<file path="src/rtl/bn128_pkg.sv">
// Shared BN128 field types for the multiexp front end.
//   fe_t           : one 256-bit base-field element (also the scalar width)
//   fe2_t          : Fp2 element, c0 in the low half, c1 in the high half
//   multiexp_hdr_t : host job header, element count in the low 64 bits
package bn128_pkg;

    localparam int FE_BITS = 256;

    typedef logic [FE_BITS-1:0] fe_t;

    typedef struct packed {
        fe_t c1;
        fe_t c0;
    } fe2_t;

    typedef struct packed {
        logic [447:0] reserved;
        logic [63:0]  num_in;
    } multiexp_hdr_t;

    localparam int HDR_BITS = $bits(multiexp_hdr_t);

    // Element count carried by a header beat.
    function automatic logic [63:0] hdr_num(input multiexp_hdr_t hdr);
        return hdr.num_in;
    endfunction

endpackage

</file>
<file path="src/rtl/bn128_multiexp_fp2_input_demux_axis_reg_slice.sv">
// One-entry output register for a val/rdy/sop/eop/dat stream.
//   clk, rst_n          : clock, asynchronous active-low reset
//   load                : capture in_sop/in_eop/in_dat this cycle
//   in_sop/in_eop/in_dat: beat to capture
//   rdy                 : downstream ready
//   val/sop/eop/dat     : registered beat presented downstream
//   free                : slot can take a new beat this cycle
module axis_reg_slice #(
    parameter int DAT_BITS = 256
) (
    input  logic                clk,
    input  logic                rst_n,
    input  logic                load,
    input  logic                in_sop,
    input  logic                in_eop,
    input  logic [DAT_BITS-1:0] in_dat,
    input  logic                rdy,
    output logic                val,
    output logic                sop,
    output logic                eop,
    output logic [DAT_BITS-1:0] dat,
    output logic                free
);

    // The held beat leaves in the same cycle a new one arrives.
    assign free = !val || rdy;

    always_ff @(posedge clk or negedge rst_n) begin
        if (!rst_n) begin
            val <= 1'b0;
            sop <= 1'b0;
            eop <= 1'b0;
            dat <= '0;
        end else if (load) begin
            val <= 1'b1;
            sop <= in_sop;
            eop <= in_eop;
            dat <= in_dat;
        end else if (rdy) begin
            val <= 1'b0;
        end
    end

endmodule

</file>
<file path="src/rtl/bn128_multiexp_fp2_input_demux.sv">
// Splits a host job packet (header + N records of scalar, X, Y) into the
// scalar stream and the Fp2 affine-point stream consumed by the G2 multiexp.
//   i_clk, i_rst_n                 : clock, asynchronous active-low reset
//   i_host_val/sop/eop/dat, o_host_rdy : host packet input (512-bit beats)
//   o_scl_val/sop/eop/dat, i_scl_rdy   : scalar stream (256-bit)
//   o_pnt_val/sop/eop/dat, i_pnt_rdy   : point stream (512-bit, X then Y)
//   o_num_in, o_num_val            : element count of the current job
//   o_err, i_err_clr               : sticky malformed-packet flag and clear
module bn128_multiexp_fp2_input_demux
    import bn128_pkg::*;
#(
    parameter int HOST_BITS = 512,
    parameter int SCL_BITS  = $bits(fe_t),
    parameter int PNT_BITS  = $bits(fe2_t)
) (
    input  logic                 i_clk,
    input  logic                 i_rst_n,
    input  logic                 i_host_val,
    input  logic                 i_host_sop,
    input  logic                 i_host_eop,
    input  logic [HOST_BITS-1:0] i_host_dat,
    output logic                 o_host_rdy,
    output logic                 o_scl_val,
    output logic                 o_scl_sop,
    output logic                 o_scl_eop,
    output logic [SCL_BITS-1:0]  o_scl_dat,
    input  logic                 i_scl_rdy,
    output logic                 o_pnt_val,
    output logic                 o_pnt_sop,
    output logic                 o_pnt_eop,
    output logic [PNT_BITS-1:0]  o_pnt_dat,
    input  logic                 i_pnt_rdy,
    output logic [63:0]          o_num_in,
    output logic                 o_num_val,
    output logic                 o_err,
    input  logic                 i_err_clr
);

    typedef enum logic [2:0] {
        IDLE,
        SCL,
        PX,
        PY,
        DRAIN
    } state_t;

    state_t        state;
    state_t        next_state;
    logic [63:0]   cnt;
    multiexp_hdr_t hdr;
    logic [63:0]   hdr_n;

    logic scl_free;
    logic pnt_free;
    logic scl_load;
    logic pnt_load;
    logic scl_sop;
    logic scl_eop;
    logic pnt_sop;
    logic pnt_eop;
    logic err_set;
    logic hdr_take;
    logic cnt_inc;
    logic job_done;
    logic first_rec;
    logic last_rec;

    assign hdr       = multiexp_hdr_t'(i_host_dat[HDR_BITS-1:0]);
    assign hdr_n     = hdr_num(hdr);
    assign first_rec = (cnt == 64'd0);
    // o_num_in is never zero while a job is open, so N-1 does not underflow.
    assign last_rec  = (cnt == o_num_in - 64'd1);

    always_comb begin
        next_state = state;
        o_host_rdy = 1'b0;
        scl_load   = 1'b0;
        pnt_load   = 1'b0;
        scl_sop    = 1'b0;
        scl_eop    = 1'b0;
        pnt_sop    = 1'b0;
        pnt_eop    = 1'b0;
        err_set    = 1'b0;
        hdr_take   = 1'b0;
        cnt_inc    = 1'b0;
        job_done   = 1'b0;
        case (state)
            IDLE: begin
                // Wait for the previous job to leave both slots so o_num_in
                // never changes under beats that still belong to it.
                o_host_rdy = !o_scl_val && !o_pnt_val;
                if (i_host_val && o_host_rdy) begin
                    if (i_host_sop && hdr_n != 64'd0 && !i_host_eop) begin
                        hdr_take   = 1'b1;
                        next_state = SCL;
                    end else begin
                        err_set    = 1'b1;
                        next_state = i_host_eop ? IDLE : DRAIN;
                    end
                end
            end
            SCL: begin
                o_host_rdy = scl_free;
                if (i_host_val && o_host_rdy) begin
                    if (i_host_sop) begin
                        err_set    = 1'b1;
                        next_state = DRAIN;
                    end else begin
                        scl_load = 1'b1;
                        scl_sop  = first_rec;
                        scl_eop  = last_rec;
                        if (i_host_eop) begin
                            err_set    = 1'b1;
                            next_state = IDLE;
                        end else begin
                            next_state = PX;
                        end
                    end
                end
            end
            PX: begin
                o_host_rdy = pnt_free;
                if (i_host_val && o_host_rdy) begin
                    if (i_host_sop) begin
                        err_set    = 1'b1;
                        next_state = DRAIN;
                    end else begin
                        pnt_load = 1'b1;
                        pnt_sop  = first_rec;
                        if (i_host_eop) begin
                            err_set    = 1'b1;
                            next_state = IDLE;
                        end else begin
                            next_state = PY;
                        end
                    end
                end
            end
            PY: begin
                o_host_rdy = pnt_free;
                if (i_host_val && o_host_rdy) begin
                    if (i_host_sop) begin
                        err_set    = 1'b1;
                        next_state = DRAIN;
                    end else begin
                        pnt_load = 1'b1;
                        pnt_eop  = last_rec;
                        if (last_rec && i_host_eop) begin
                            job_done   = 1'b1;
                            next_state = IDLE;
                        end else if (!last_rec && !i_host_eop) begin
                            cnt_inc    = 1'b1;
                            next_state = SCL;
                        end else if (last_rec) begin
                            // Missing eop: the rest of the packet is junk.
                            err_set    = 1'b1;
                            next_state = DRAIN;
                        end else begin
                            err_set    = 1'b1;
                            next_state = IDLE;
                        end
                    end
                end
            end
            DRAIN: begin
                o_host_rdy = 1'b1;
                if (i_host_val && i_host_eop) begin
                    next_state = IDLE;
                end
            end
            default: begin
                next_state = IDLE;
            end
        endcase
    end

    always_ff @(posedge i_clk or negedge i_rst_n) begin
        if (!i_rst_n) begin
            state     <= IDLE;
            cnt       <= 64'd0;
            o_num_in  <= 64'd0;
            o_num_val <= 1'b0;
            o_err     <= 1'b0;
        end else begin
            state <= next_state;
            if (hdr_take) begin
                cnt       <= 64'd0;
                o_num_in  <= hdr_n;
                o_num_val <= 1'b1;
            end else if (cnt_inc) begin
                cnt <= cnt + 64'd1;
            end
            if (job_done) begin
                o_num_val <= 1'b0;
            end
            // A new error in the clear cycle must not be lost.
            if (err_set) begin
                o_err <= 1'b1;
            end else if (i_err_clr) begin
                o_err <= 1'b0;
            end
        end
    end

    axis_reg_slice #(
        .DAT_BITS(SCL_BITS)
    ) u_scl_slice (
        .clk    (i_clk),
        .rst_n  (i_rst_n),
        .load   (scl_load),
        .in_sop (scl_sop),
        .in_eop (scl_eop),
        .in_dat (i_host_dat[SCL_BITS-1:0]),
        .rdy    (i_scl_rdy),
        .val    (o_scl_val),
        .sop    (o_scl_sop),
        .eop    (o_scl_eop),
        .dat    (o_scl_dat),
        .free   (scl_free)
    );

    axis_reg_slice #(
        .DAT_BITS(PNT_BITS)
    ) u_pnt_slice (
        .clk    (i_clk),
        .rst_n  (i_rst_n),
        .load   (pnt_load),
        .in_sop (pnt_sop),
        .in_eop (pnt_eop),
        .in_dat (i_host_dat[PNT_BITS-1:0]),
        .rdy    (i_pnt_rdy),
        .val    (o_pnt_val),
        .sop    (o_pnt_sop),
        .eop    (o_pnt_eop),
        .dat    (o_pnt_dat),
        .free   (pnt_free)
    );

endmodule

</file>
<file path="config.mk">
export PLATFORM = sky130hd
export DESIGN_NAME = bn128_multiexp_fp2_input_demux
export DESIGN_NICKNAME = d
export VERILOG_FILES = /design/src/rtl/bn128_pkg.sv /design/src/rtl/bn128_multiexp_fp2_input_demux_axis_reg_slice.sv /design/src/rtl/bn128_multiexp_fp2_input_demux.sv
export SDC_FILE = /design/constraint.sdc
export NUM_CORES = 1
export LEC_CHECK = 0
export BUFFER_PORTS_ARGS = -buffer_cell sky130_fd_sc_hd__buf_2
export CAP_MARGIN = 20
export CELL_PAD_IN_SITES_DETAIL_PLACEMENT = 2
export CELL_PAD_IN_SITES_GLOBAL_PLACEMENT = 2
export CORE_AREA = 2 2 524 526
export DETAILED_ROUTE_END_ITERATION = 6
export DIE_AREA = 0 0 526 528
export HOLD_SLACK_MARGIN = 0.06
export PLACE_DENSITY = 0.5
export SLEW_MARGIN = 10
export SYNTH_ARGS = -nofsm -noshare
export SYNTH_HDL_FRONTEND = slang
export SYNTH_SLANG_ARGS = --single-unit
</file>
<file path="constraint.sdc">
create_clock -name i_clk -period 6.2 [get_ports i_clk]
set_input_delay 1.24 -clock i_clk [delete_from_list [all_inputs] [get_ports i_clk]]
set_output_delay 1.24 -clock i_clk [all_outputs]
set_load 0.02 [all_outputs]
</file>
## Yosys cells after proc, flatten, opt, wreduce, memory -nomap -nowiden

Cells that the tools add are included.

| operators by class | value |
|---|---|
| add/sub/neg operators | 2 |
| multiply operators | 0 |
| divide/modulo/power cells | 0 |
| magnitude comparators | 0 |
| eq/ne operators | 10 |
| shift-type cells | 0 |
| muxes and demuxes | 65 |
| bitwise operators | 0 |
| reductions and logical operators | 25 |

Operator list:

| cell | count |
|---|---|
| two-way mux 64 bit | 2 |
| adder 64 x 1 -> 64 bit (second input constant) | 1 |
| equality test 64 bit | 1 |
| zero test 64 bit | 1 |
| nonzero test 64 bit | 1 |
| subtractor 64 x 1 -> 64 bit (second input constant) | 1 |
| two-way mux 1 bit | 45 |
| two-way mux 3 bit | 13 |
| case mux 3 bit (5 select lines) | 1 |
| inequality test 2 bit (second input constant) | 5 |
| nonzero test 2 bit | 5 |
| logical AND 1 bit | 9 |
| case mux 1 bit (4 select lines) | 2 |
| equality test 3 x 2 -> 1 bit (second input constant) | 2 |
| AND reduction 5 bit | 1 |
| zero test 1 bit | 4 |
| two-way mux 2 bit | 2 |
| equality test 3 x 1 -> 1 bit (second input constant) | 1 |
| equality test 3 bit (second input constant) | 1 |
| zero test 3 bit | 1 |
| logical OR 1 bit | 2 |
| OR reduction 2 bit | 1 |

| storage, ports and cells | value |
|---|---|
| bits in registers | 907 |
| latch bits | 0 |
| RAM bits | 0 |
| bits in read-only memories | 0 |
| memories kept | 0 |

## Longest topological paths before layout

Gate-level depths: netlist of run 1.

| logic depth | value |
|---|---|
| depth in word-level cells | 11 |
| depth in mapped cells | 22 |

## Modules after synthesis

Synthesis of run 1 repeated with hierarchy kept, for this count alone.

| second synthesis, totals | value |
|---|---|
| cells, all modules | 2,571 |
| area, all modules | 39,624.3 µm² |

By module, submodules not included:

| module | times used | cells an instance | area each (µm²) | seq. area each (µm²) |
|---|---|---|---|---|
| axis_reg_slice (u_pnt_slice) | 1 | 1,088 | 20,529.7 | 12,887.4 |
| axis_reg_slice (u_scl_slice) | 1 | 548 | 10,451.3 | 6,481.2 |
| bn128_multiexp_fp2_input_demux | 1 | 935 | 8,643.3 | 3,328.2 |

## Worst setup path after synthesis of run 1

OpenSTA, ideal clock, no wires.

| timing | value |
|---|---|
| path kind | reg-to-reg |
| start | register o_num_in[2] |
| end | register cnt[63] |
| library setup time | 0.132 ns |
| arrival | 4.960 ns |
| path slack | 1.108 ns |
| stages on the path, launching flop included | 22 |
| clock period less this slack | 5.092 ns |
| path through | dfrtp_1 > clkbuf_1 > nor3_1 > nand4_1 > or3_1 > clkbuf_1 > or3_1 > xor2_1 > mux2i_1 > and4_1 > nand3_1 > ha_1 > and2_1 > nand4_1 > nor4_1 > and4_1 > clkbuf_1 > nand3_1 > nor2_1 > nand4_1 > xor2_1 > nor2_1 |

| between the ends | value |
|---|---|
| word-level cells in the longest chain between the ends | 10 |
| elaborated cells between the ends (all ways) | 11 |
| classes of those cells | add/sub: 1; eq/ne: 1; mux: 5; reduce/logical: 4 |

Ends and longest elaborated chain:

| element | RTL line | source |
|---|---|---|
| start: declaration | bn128_multiexp_fp2_input_demux.sv:33 | `output logic [63:0] o_num_in,` |
| start signal: assignment | bn128_multiexp_fp2_input_demux.sv:188 | `o_num_in <= hdr_n;` |
| subtractor 64 x 1 -> 64 bit (*) | bn128_multiexp_fp2_input_demux.sv:72 | `assign last_rec = (cnt == o_num_in - 64'd1);` |
| equality test 64 bit (*) | bn128_multiexp_fp2_input_demux.sv:72 |  |
| zero test 1 bit | bn128_multiexp_fp2_input_demux.sv:151 | `end else if (!last_rec && !i_host_eop) begin` |
| logical AND 1 bit | bn128_multiexp_fp2_input_demux.sv:151 |  |
| two-way mux 1 bit | bn128_multiexp_fp2_input_demux.sv:151 |  |
| two-way mux 1 bit (*) | bn128_multiexp_fp2_input_demux.sv:148 | `if (last_rec && i_host_eop) begin` |
| two-way mux 1 bit (*) | bn128_multiexp_fp2_input_demux.sv:142 | `if (i_host_sop) begin` |
| two-way mux 1 bit (*) | bn128_multiexp_fp2_input_demux.sv:141 | `if (i_host_val && o_host_rdy) begin` |
| two-way mux 1 bit (*) | bn128_multiexp_fp2_input_demux.sv:87 | `case (state)` |
| nonzero test 2 bit (no source line) (*) | -- |  |
| end signal: assignment | bn128_multiexp_fp2_input_demux.sv:191 | `cnt <= cnt + 64'd1;` |
| end: declaration | bn128_multiexp_fp2_input_demux.sv:49 | `logic [63:0] cnt;` |

Every way passes the cells marked *; elsewhere a longest branch is shown, timed or not.
A chain may end at the register's enable or synchronous reset.

## Worst setup path after layout of run 1

| timing | value |
|---|---|
| start | register o_num_in[7] |
| end | register cnt[51] |

Same word-level chain as after synthesis.

==> results by group, run 1 <==
Global routing
  • First-pass GRT wire length: 322100 µm
  • Initial antenna violation count: 116
  • GRT Total Usage: 0.1626
  • Total grt overflow: 0
  • Number of global-route vias before repair: 38673
  • Largest net degree at the start of global routing: 135

STA
  • Final Hold Viols: 0
  • Clk_skew: 0.05573 ns
  • Slew Viols, Final: 0
  • # setup viols final: 0
  • Worst-case hold slack: 0.4673 ns
  • Worst Tran Pin Value: 1.075 ns
  • Unrepaired setup endpoints after global routing: false
  • Fmax: 0.1783 GHz
  • Sum Neg Setup Slack: 0 ns
  • Final period utilization: 0.9044
  • Max-slew headroom: 0.2818
  • Final min period: 5.607 ns

Hold path
  • Worst hold path endpoint: u_scl_slice.dat[75]
  • Worst hold path type: flip-flop to flip-flop
  • Hold Crit Depth: 2
  • Hold_sp: u_scl_slice.dat[75]

Final layout
  • Share of cells above drive strength 1: 0.3048
  • Area delta synth->final: 41.83%
  • Fillers: 31775
  • Fin util: 0.1941
  • Layout Nets: 6079
  • Layout Cells excl Fill: 9271

Route
  • Final WL: 231500 µm
  • Post-route DRC: 0
  • Vias per std cell: 3.825
  • Initial drt markers: 1486
  • Routed wire length per instance: 24.97 µm
  • Vias: 35463
  • ANT nets after route: 0
  • DR pass1 iterations: 5

Die
  • Std-Cell Rows: 192
  • Die width: 526 µm
  • Die Ht: 528 µm
  • Die area: 0.2777 mm²
  • I/O pins: 1361
  • Initial cell density of the core: 0.1368
  • Core ar.: 0.2724 mm²

Power
  • Power Density: 538.7 mW/mm²
  • Leakage power: 0.02878 µW
  • Switching power: 12650 µW
  • Clock group share of total power: 0.258
  • Sequential Power Share: 0.352
  • Sw frac: 0.4440
  • Combinational fraction of design power: 0.390
  • Internal power: 15840 µW
  • Total design power: 28480 µW
  • Worst IR drop on VDD: 0.3618 mV

Clock network
  • Post-CTS sizing: 0
  • Clock tree buffer depth: 3
  • TritonCTS Sinks: 907
  • CTS tree: built
  • Hold bufs inserted after CTS: 0
  • H-Tree Depth: 3
  • CTS Buf Count: 118
  • Clk slew on worst S/H paths: 0.06 ns
  • Root Buffer: clkbuf_16
  • Worst-Skew Late Latency: 0.78 ns
  • Number of post-CTS setup repair buffers: 0

Synth
  • Main synth FF type: dfrtp_1
  • Cells after Synth: 4198
  • Yosys top cell area share: 0.6088
  • Post-Syn Nets: 4724
  • Post-synth cell types: 61
  • Fraction of registers with async set/reset: 1.000
  • Mapped cell area: 0.03728 mm²
  • Dominant cell by count in the synthesized netlist: nand2_1
  • Synth top area cells: dfrtp_1, nand2_1, clkbuf_1
  • Syn avg cell area: 8.880 µm²
  • Post-synthesis sequential area ratio: 0.6088
  • EDFF count, synth: 0
  • #FFs+latches synth: 907
  • Cell taking the most area after synthesis: dfrtp_1
  • Synth top cells by count: nand2_1, dfrtp_1, clkbuf_1, nor2_1, xnor2_1
  • Yosys warns: 0

Worst setup path
  • Worst-path maximum fanout: 7
  • Max incr delay on CP: 0.64 ns
  • CP cell instances: nor4_1, nand4_1, or3_1, or3_1, xor2_1, mux2i_1, and4_1, nand3_1, buf_4, ha_1, and2_1, nand4_1, nor4_1, and4_1, nand3_1, buf_4, or3_1, a21oi_1
  • Arrival time worst endpoint: 6.27 ns
  • WS Path Type: flip-flop to flip-flop
  • CP required: 6.86 ns
  • Reg-to-Reg Start: o_num_in[7]
  • R2R Setup Slk: 0.59 ns
  • CP Launch Type: flip-flop
  • Worst path slowest cell: nor4_1
  • Reg2reg path depth: 18
  • CP endpoint kind: flip-flop
  • CP most frequent cell: or3_1
  • Top delay family on crit path: simple AND/OR/NAND/NOR gates
  • Buf+Inv Stages, Crit Path: 2
  • Reg2reg end: cnt[51]

Status
  • Outcome: complete, no violations

Job
  • Maxcap violations: 0

Placed design
  • Routability Congestion: 0.8448
  • Port bufs: 1360
  • DP HPWL: 182200 µm
  • Placed insts: 9022
-- routing by layer --
metal	part of all wire	vias up	track usage
li1	-	15940	-
met1	0.41	18010	0.1969
met2	0.47	1104	0.2697
met3	0.087	339	0.06334
met4	0.025	70	0.03737
met5	0.0019	-	0
-- sequential cells by signal, indices dropped and copies added (netlist names), 3 cells and up --
signal / cells
u_scl_slice.dat: 256
state: 3
u_pnt_slice.dat: 512
o_num_in: 64
cnt: 64
-- layout make-up --
| type | count | area (µm²) | area share |
|---|---|---|---|
| clock buffers | 176 | 3471 | 0.06565 |
| multi-input cells | 3058 | 13720 | 0.2596 |
| clock inverters | 40 | 631.9 | 0.01195 |
| diodes | 33 | 82.58 | 0.001562 |
| flip-flops and latches | 907 | 22700 | 0.4293 |
| well taps | 3589 | 4491 | 0.08493 |
| inverters | 17 | 63.81 | 0.001207 |
| repair buffers | 1451 | 7710 | 0.1458 |
-- power by group through the flow --
| stage | clock [µW] | combinational [µW] | sequential, µW |
|---|---|---|---|
| after floorplan | 0 | 2620 | 12800 |
| after global placement | 0 | 11300 | 9980 |
| after detailed placement | 0 | 11400 | 10100 |
| after CTS | 7670 | 11400 | 10100 |
| after global routing | 7870 | 12000 | 10400 |
| final | 7360 | 11100 | 10000 |
-- metrics by stage --
step	cell area, µm²	setup slack, ns
after floorplan	37280	1.108
after global placement	48680	0.6432
after detailed placement	48690	0.5729
after CTS	52790	0.5551
after global routing	52820	0.2611
final	52870	0.5925
-- how the worst max path moves through the flow --
stage | end | from | slack [ns] | cells after the start
after floorplan | cnt[63] | o_num_in[2] | 1.11 | 21
after global placement | cnt[59] | o_num_in[7] | 0.64 | 22
after detailed placement | cnt[45] | o_num_in[9] | 0.57 | 18
after CTS | cnt[51] | o_num_in[9] | 0.56 | 18
after global routing | cnt[63] | o_num_in[9] | 0.26 | 21
final | cnt[51] | o_num_in[7] | 0.59 | 18
-- worst reg2reg max path: cells and delay by family (launching register included) --
| kind | cells | cell delay (ns) |
|---|---|---|
| adders and majority gates | 1 | 0.14 |
| DFF | 1 | 0.45 |
| and+or+nand+nor | 12 | 4.17 |
| muxes | 1 | 0.12 |
| AOI/OAI and AO/OA | 1 | 0.18 |
| buffers and inverters | 2 | 0.34 |
| xor gates and xnor gates | 1 | 0.16 |
-- cells in the final DEF, fill, tap and decap left out, types with 36 or more instances in the layout --
master	Yosys	routed
nand4_1	36	36
clkbuf_16	0	118
buf_4	0	73
nand3_1	42	41
xnor2_1	75	75
nor4_1	60	59
buf_2	1	1360
dfrtp_1	907	907
xor2_1	62	62
nor2_1	98	98
mux2_2	62	62
nand2_1	2380	2380
-- cell families after synthesis --
family          count (synthesis)  share of synthesized area
simple gates                 2746                     0.2946
flops                         907                     0.6088
buf+inv                       233                    0.02410
xor+xnor                      137                    0.03219
compound gates                 97                    0.01685
mux                            72                    0.02141
fa+ha+maj                       6                   0.002014
Note: power is estimated with default switching activity, not from simulation.
==> run 2, diff against run 1 <==
--- a/config.mk
+++ b/config.mk
@@ -5,13 +5,14 @@
 export SDC_FILE = /design/constraint.sdc
 export NUM_CORES = 1
 export LEC_CHECK = 0
+export ABC_AREA = 1
 export BUFFER_PORTS_ARGS = -buffer_cell sky130_fd_sc_hd__buf_2
 export CAP_MARGIN = 20
 export CELL_PAD_IN_SITES_DETAIL_PLACEMENT = 2
 export CELL_PAD_IN_SITES_GLOBAL_PLACEMENT = 2
-export CORE_AREA = 2 2 524 526
+export CORE_AREA = 2 2 535 537
 export DETAILED_ROUTE_END_ITERATION = 6
-export DIE_AREA = 0 0 526 528
+export DIE_AREA = 0 0 537 539
 export HOLD_SLACK_MARGIN = 0.06
 export PLACE_DENSITY = 0.5
 export SLEW_MARGIN = 10
==> run 2 against run 1 <==
- via count up 11%
- combinational power about the same
- global-route usage increased by 2.4 points
- clock skew decreased by 0.025 ns
- sequential power barely moved
- fmax grew 17%
- total power rose by 3.2%
- cell count increased by 8.7%
- setup slack improved by 0.83 ns
- synthesized cell count rose by 14%
- utilization shrank 0.082 points
- largest power group unchanged
==> results by group, run 2 <==
Worst setup path
  • Arrival time worst endpoint: 5.42 ns (was 6.27 ns)
  • Worst path slowest cell: nor2_1 (was nor4_1)
  • Top delay family on crit path: simple AND/OR/NAND/NOR gates (unchanged)
  • CP Launch Type: flip-flop (unchanged)
  • WS Path Type: flip-flop to flip-flop (unchanged)
  • Buf+Inv Stages, Crit Path: 2 (unchanged)
  • CP endpoint kind: flip-flop (unchanged)
  • Worst-path maximum fanout: 12 (was 7)
  • R2R Setup Slk: 1.42 ns (was 0.59 ns)
  • CP required: 6.84 ns (was 6.86 ns)
  • Max incr delay on CP: 0.44 ns (was 0.64 ns)
  • CP most frequent cell: nand2_1 (was or3_1)

STA
  • Worst Tran Pin Value: 1.051 ns (was 1.075 ns)
  • Unrepaired setup endpoints after global routing: false (unchanged)
  • Fmax: 0.2093 GHz (was 0.1783 GHz)
  • Final min period: 4.777 ns (was 5.607 ns)
  • Worst setup margin: 1.423 ns (was 0.5925 ns)
  • Sum Neg Setup Slack: 0 ns (unchanged)
  • Slew Viols, Final: 0 (unchanged)
  • Final period utilization: 0.7706 (was 0.9044)
  • Clk_skew: 0.03055 ns (was 0.05573 ns)
  • Final Hold Viols: 0 (unchanged)
  • # setup viols final: 0 (unchanged)
  • Max-slew headroom: 0.2994 (was 0.2818)

Die
  • Core ar.: 0.2840 mm² (was 0.2724 mm²)
  • Std-Cell Rows: 196 (was 192)
  • Die Ht: 539 µm (was 528 µm)
  • Die area: 0.2894 mm² (was 0.2777 mm²)
  • I/O pins: 1361 (unchanged)
  • Initial cell density of the core: 0.1368 (about the same)
  • Die width: 537 µm (was 526 µm)

Route
  • Vias: 39419 (was 35463)
  • DR pass1 iterations: 5 (unchanged)
  • Post-route DRC: 0 (unchanged)
  • Routed wire length per instance: 27.39 µm (was 24.97 µm)
  • Vias per std cell: 3.913 (was 3.825)
  • Met3 wire len: 21950 µm (was 20210 µm)
  • Highest routed metal layer: met5 (unchanged)
  • ANT nets after route: 0 (unchanged)
  • Initial drt markers: 2046 (was 1486)
  • Met1 wire length: 116800 µm (was 96050 µm)
  • Metal2 WL: 128500 µm (was 109100 µm)
  • Final WL: 275900 µm (was 231500 µm)

Final layout
  • Most frequent cells in the layout: nand2_1, buf_2, dfrtp_1 (unchanged)
  • Share of cells above drive strength 1: 0.2700 (was 0.3048)
  • Flip-flop count of the largest register after layout: 512 (unchanged)
  • Area delta synth->final: 41.30% (was 41.83%)
  • Fillers: 33378 (was 31775)
  • Layout Nets: 6692 (was 6079)
  • Largest Register: u_pnt_slice.dat (unchanged)
  • Layout Cells excl Fill: 10074 (was 9271)
  • Commonest non-fill, non-tap cell in the layout: nand2_1 (unchanged)
  • Top flop regs: u_pnt_slice.dat: 512 flops, u_scl_slice.dat: 256 flops (unchanged)

Global routing
  • First-pass GRT wire length: 375200 µm (was 322100 µm)
  • Initial antenna violation count: 168 (was 116)
  • Largest net degree at the start of global routing: 137 (was 135)
  • Number of global-route vias before repair: 42413 (was 38673)
  • Total grt overflow: 0 (unchanged)
  • GRT Total Usage: 0.1863 (was 0.1626)

Synth
  • Post-synthesis sequential area ratio: 0.5843 (was 0.6088)
  • Syn avg cell area: 8.084 µm² (was 8.880 µm²)
  • Main synth FF type: dfrtp_1 (unchanged)
  • Fraction of registers with async set/reset: 1.000 (unchanged)
  • Yosys top cell area share: 0.5843 (was 0.6088)
  • Cells after Synth: 4805 (was 4198)
  • EDFF count, synth: 0 (unchanged)
  • Synth top area cells: dfrtp_1, nand2_1, o21ai_0 (was dfrtp_1, nand2_1, clkbuf_1)
  • Post-Syn Nets: 5331 (was 4724)
  • Synth top cells by count: nand2_1, dfrtp_1, inv_1, nor2_1, o21ai_0 (was nand2_1, dfrtp_1, clkbuf_1, nor2_1, xnor2_1)
  • Cell taking the most area after synthesis: dfrtp_1 (unchanged)
  • Post-synth cell types: 45 (was 61)
  • Yosys warns: 0 (unchanged)
  • Mapped cell area: 0.03884 mm² (was 0.03728 mm²)
  • Dominant cell by count in the synthesized netlist: nand2_1 (unchanged)
  • #FFs+latches synth: 907 (unchanged)

Power
  • Leakage power: 0.02971 µW (was 0.02878 µW)
  • Power Density: 535.8 mW/mm² (was 538.7 mW/mm²)
  • Worst IR drop on VDD: 0.1984 mV (was 0.3618 mV)

Placed design
  • Dpl ws: 1.029 ns (was 0.5729 ns)
  • Placed insts: 9788 (was 9022)
  • Port bufs: 1360 (unchanged)
  • Routability Congestion: 0.8727 (was 0.8448)
  • DP HPWL: 224800 µm (was 182200 µm)

Clock network
  • TritonCTS Sinks: 907 (unchanged)
  • Hold bufs inserted after CTS: 0 (unchanged)
  • H-Tree Depth: 4 (was 3)
  • Post-CTS sizing: 0 (unchanged)
  • CTS Buf Count: 138 (was 118)
  • CTS tree: built (unchanged)
  • Number of post-CTS setup repair buffers: 0 (unchanged)
  • Clock tree buffer depth: 4 (was 3)
  • Clk slew on worst S/H paths: 0.06 ns (about the same)
  • Root Buffer: clkbuf_16 (unchanged)
  • Worst-Skew Late Latency: 0.79 ns (was 0.78 ns)

Status
  • Outcome: complete, no violations (unchanged)

Job
  • Maxcap violations: 0 (unchanged)

Hold path
  • Worst hold path type: input pin to async pin (was flip-flop to flip-flop)
[run 2: cell families (layout without fill, tap and decap cells)]
group           count (synthesis)  after routing  share of synthesized area
compound gates                285            285                    0.03856
xor+xnor                       47             47                    0.01060
fa+ha+maj                       6              6                   0.001933
buf+inv                       479           1938                    0.04842
flops                         907            907                     0.5843
other cells                     0             48                          0
simple gates                 3081           3081                     0.3162
[run 2: layer usage]
layer / up-vias / global-route usage
met4: 118 / 0.04529
met2: 1238 / 0.3081
li1: 17633 / -
met1: 19983 / 0.2316
met5: - / 0
met3: 447 / 0.06185
[run 2: area by class of cell]
class,count,area (µm²),share of cell area
antenna,48,120.1,0.002189
clock buffer,195,4004,0.07295
clock inverter,43,530.5,0.009666
inverter,282,1074,0.01956
multi-input combinational,3419,14290,0.2603
sequential,907,22700,0.4136
tap,3762,4707,0.08577
timing repair buffer,1418,7465,0.1360
[run 2: stage by stage]
stage,hold WS [ns],total power [µW],util,instance area (µm²)
floorplan,0.4761,15110,-,38840
global placement,0.4478,21440,0.1769,50230
detailed placement,0.4529,21630,0.1769,50230
CTS,0.3747,30030,0.1928,54760
global route,0.4143,31220,0.1929,54790
finish,0.4281,29410,0.1933,54880
[run 2: worst paths after layout]
kind                                      start                   end  cells past startpoint
max in group asynchronous               i_rst_n  u_pnt_slice.dat[268]                      3
max                                 o_num_in[0]               cnt[31]                     28
max reg2reg                         o_num_in[0]               cnt[31]                     28
min reg2reg                u_pnt_slice.dat[511]  u_pnt_slice.dat[511]                      2
min in group i_clk         u_pnt_slice.dat[511]  u_pnt_slice.dat[511]                      2
min                                     i_rst_n    u_scl_slice.dat[4]                      1
[run 2: worst register-to-register path, delay by kind of cell (launching register included)]
family / cells / cell delay [ns]
fa+ha+maj: 2 / 0.48
compound gates: 2 / 0.19
buf+inv: 2 / 0.25
simple gates: 22 / 3.30
flops: 1 / 0.42
[run 2: power breakdown]
part / total [µW] / switching, µW / internal [µW]
combinational: 11400 / 8390 / 3020
sequential: 9910 / 1780 / 8120
clock: 8100 / 3180 / 4920
==> run 3, diff against run 2 <==
--- a/config.mk
+++ b/config.mk
@@ -5,14 +5,14 @@
 export SDC_FILE = /design/constraint.sdc
 export NUM_CORES = 1
 export LEC_CHECK = 0
-export ABC_AREA = 1
+export ABC_AREA = 0
 export BUFFER_PORTS_ARGS = -buffer_cell sky130_fd_sc_hd__buf_2
 export CAP_MARGIN = 20
 export CELL_PAD_IN_SITES_DETAIL_PLACEMENT = 2
 export CELL_PAD_IN_SITES_GLOBAL_PLACEMENT = 2
-export CORE_AREA = 2 2 535 537
+export CORE_AREA = 2 2 524 526
 export DETAILED_ROUTE_END_ITERATION = 6
-export DIE_AREA = 0 0 537 539
+export DIE_AREA = 0 0 526 528
 export HOLD_SLACK_MARGIN = 0.06
 export PLACE_DENSITY = 0.5
 export SLEW_MARGIN = 10
==> constraint.sdc (replaced) <==
create_clock -name i_clk -period 4.69 [get_ports i_clk]
set_input_delay 0.938 -clock i_clk [delete_from_list [all_inputs] [get_ports i_clk]]
set_output_delay 0.938 -clock i_clk [all_outputs]
set_load 0.02 [all_outputs]
==> run 3 against run 2 <==
- the flow now finishes with violations (setup timing)
- critical path depth down 5
- sequential power is 31% higher
- clock skew increased by 0.014 ns
- critical endpoint is now cnt[63]
- largest power group unchanged
==> results by group, run 3 (synthesis results as in run 1) <==
Die
  • Die Ht: 528 µm (was 539 µm)
  • Initial cell density of the core: 0.1368 (about the same)
  • Std-Cell Rows: 192 (was 196)
  • Die width: 526 µm (was 537 µm)
  • I/O pins: 1361 (unchanged)
  • Core ar.: 0.2724 mm² (was 0.2840 mm²)
  • Die area: 0.2777 mm² (was 0.2894 mm²)

STA
  • Max-slew headroom: 0.3461 (was 0.2994)
  • Final Hold Viols: 0 (unchanged)
  • Worst Tran Pin Value: 0.9808 ns (was 1.051 ns)
  • Fmax: 0.2054 GHz (was 0.2093 GHz)
  • Unrepaired setup endpoints after global routing: true (was false)
  • Final period utilization: 1.038 (was 0.7706)
  • Final min period: 4.868 ns (was 4.777 ns)
  • Worst setup margin: -0.1777 ns (was 1.423 ns)
  • Slew Viols, Final: 0 (unchanged)
  • Clk_skew: 0.04489 ns (was 0.03055 ns)
  • # setup viols final: 27 (was 0)

Worst setup path
  • Arrival time worst endpoint: 5.59 ns (was 5.42 ns)
  • Reg2reg path depth: 23 (was 28)
  • Worst-path maximum fanout: 7 (was 12)
  • R2R Setup Slk: -0.18 ns (was 1.42 ns)
  • CP required: 5.41 ns (was 6.84 ns)
  • Reg-to-Reg Start: o_num_in[10] (was o_num_in[0])
  • WS Path Type: flip-flop to flip-flop (unchanged)
  • CP Launch Type: flip-flop (unchanged)
  • CP endpoint kind: flip-flop (unchanged)
  • Reg2reg end: cnt[63] (was cnt[31])

Final layout
  • Flip-flop count of the largest register after layout: 512 (unchanged)
  • Top flop regs: u_pnt_slice.dat: 512 flops, u_scl_slice.dat: 256 flops (unchanged)
  • Layout Nets: 6223 (was 6692)
  • Commonest non-fill, non-tap cell in the layout: nand2_1 (unchanged)
  • Area delta synth->final: 45.73% (was 41.30%)
  • Most frequent cells in the layout: nand2_1, buf_2, dfrtp_1 (unchanged)
  • Share of cells above drive strength 1: 0.3321 (was 0.2700)
  • Largest Register: u_pnt_slice.dat (unchanged)
  • Fin util: 0.1994 (was 0.1933)

Status
  • Failing checks: setup timing
  • Outcome: complete, but fails checks (was complete, no violations)

Route
  • Vias per std cell: 3.859 (was 3.913)
  • Final WL: 240900 µm (was 275900 µm)
  • Initial drt markers: 1676 (was 2046)
  • DR pass1 iterations: 4 (was 5)
  • Routed wire length per instance: 25.60 µm (was 27.39 µm)
  • Vias: 36315 (was 39419)
  • Post-route DRC: 0 (unchanged)
  • ANT nets after route: 0 (unchanged)

Placed design
  • DP HPWL: 192900 µm (was 224800 µm)
  • Port bufs: 1360 (unchanged)
  • Dpl ws: -0.5745 ns (was 1.029 ns)
  • Routability Congestion: 0.8562 (was 0.8727)

Job
  • Maxcap violations: 0 (unchanged)

Clock network
  • Worst-Skew Late Latency: 0.86 ns (was 0.79 ns)
  • CTS tree: built (unchanged)
  • Hold bufs inserted after CTS: 0 (unchanged)
  • CTS Buf Count: 123 (was 138)
  • Clk slew on worst S/H paths: 0.07 ns (was 0.06 ns)
  • Root Buffer: clkbuf_16 (unchanged)
  • Clock tree buffer depth: 4 (unchanged)
  • H-Tree Depth: 3 (was 4)
  • TritonCTS Sinks: 907 (unchanged)

Power
  • Power Density: 706.1 mW/mm² (was 535.8 mW/mm²)
  • Leakage power: 0.02959 µW (was 0.02971 µW)
  • Worst IR drop on VDD: 0.2931 mV (was 0.1984 mV)

Global routing
  • Total grt overflow: 0 (unchanged)
  • Largest net degree at the start of global routing: 148 (was 137)
  • Number of global-route vias before repair: 39757 (was 42413)
  • Initial antenna violation count: 116 (was 168)
  • First-pass GRT wire length: 333800 µm (was 375200 µm)
  • GRT Total Usage: 0.1691 (was 0.1863)

Hold path
  • Worst hold path type: input pin to async pin (unchanged)
run 3: cell types whose count changed in the layout (fill, tap and decap cells not counted), moves of 77 or more:
cell     change
o21ai_0    -201
inv_1      -257
nand2_1    -179
buf_4      +155
nand3_1     -77
nor2_1     -137
run 3: metal layers:
layer	share of wire	wire length (µm)	GRT usage
met1	0.42	100400	0.2068
met2	0.48	114900	0.2838
met3	0.074	17750	0.05340
met4	0.031	7435	0.04769
met5	0.0017	419	0
run 3: final cells by class:
class	instances	area, µm²
multi-input cells	3058	14060
repair buffers	1590	8864
fillers	31721	218100
flip-flops and latches	907	22700
well taps	3589	4491
inverters	17	63.81
diodes	30	75.07
clock inverters	36	425.4
clock buffers	183	3643
run 3: worst max path at each step:
stage / endpoint / slack [ns] / cells past startpoint / startpoint
floorplan: cnt[52] / -0.008 / 18 / o_num_in[2]
global placement: cnt[59] / -0.56 / 21 / o_num_in[10]
detailed placement: cnt[59] / -0.57 / 21 / o_num_in[10]
CTS: cnt[59] / -0.19 / 22 / o_num_in[11]
global route: cnt[59] / -0.35 / 22 / o_num_in[10]
finish: cnt[63] / -0.18 / 23 / o_num_in[10]
run 3: worst max-delay path, cell delays in order, from the launching register on:
cell       delay (ns)
dfrtp_2          0.40
or4_4            0.57
or4_4            0.46
buf_12           0.15
nor4_4           0.14
buf_6            0.17
buf_6            0.10
nand3_2          0.07
or3_4            0.33
a211o_1          0.35
a2111oi_4        0.38
nand3_4          0.14
ha_4             0.19
and2_4           0.15
nand4_1          0.12
buf_4            0.15
nor4_4           0.04
and4_4           0.20
buf_4            0.14
nand3_4          0.12
nor2_4           0.06
nand4_1          0.10
xor2_1           0.17
nor2_1           0.06
run 3: through the flow:
stage               area (µm²)  power, µW  hold WS (ns)  TNS [ns]  cells
CTS                      54080      39200        0.1104    -3.359   9378
detailed placement       49770      29050        0.4573    -16.39   9150
floorplan                37330      20350        0.5458  -0.03325   4198
finish                   54330      38360        0.1665    -1.891   9410
global route             54270      40680        0.1580    -8.975   9386
global placement         49740      28750        0.4526    -15.96   9148
run 3: what timing repair did:
action                     CTS  global route
setup endpoints to repair   64            65
buffers inserted             9             3
pin swaps                   18            23
hold endpoints to repair     0             0
resized for setup           37            37
run 3: report_power, final:
part           internal, µW  switching [µW]  total [µW]
clock network          5750            3970        9730
registers             11000            2000       13000
logic                  4560           11100       15600
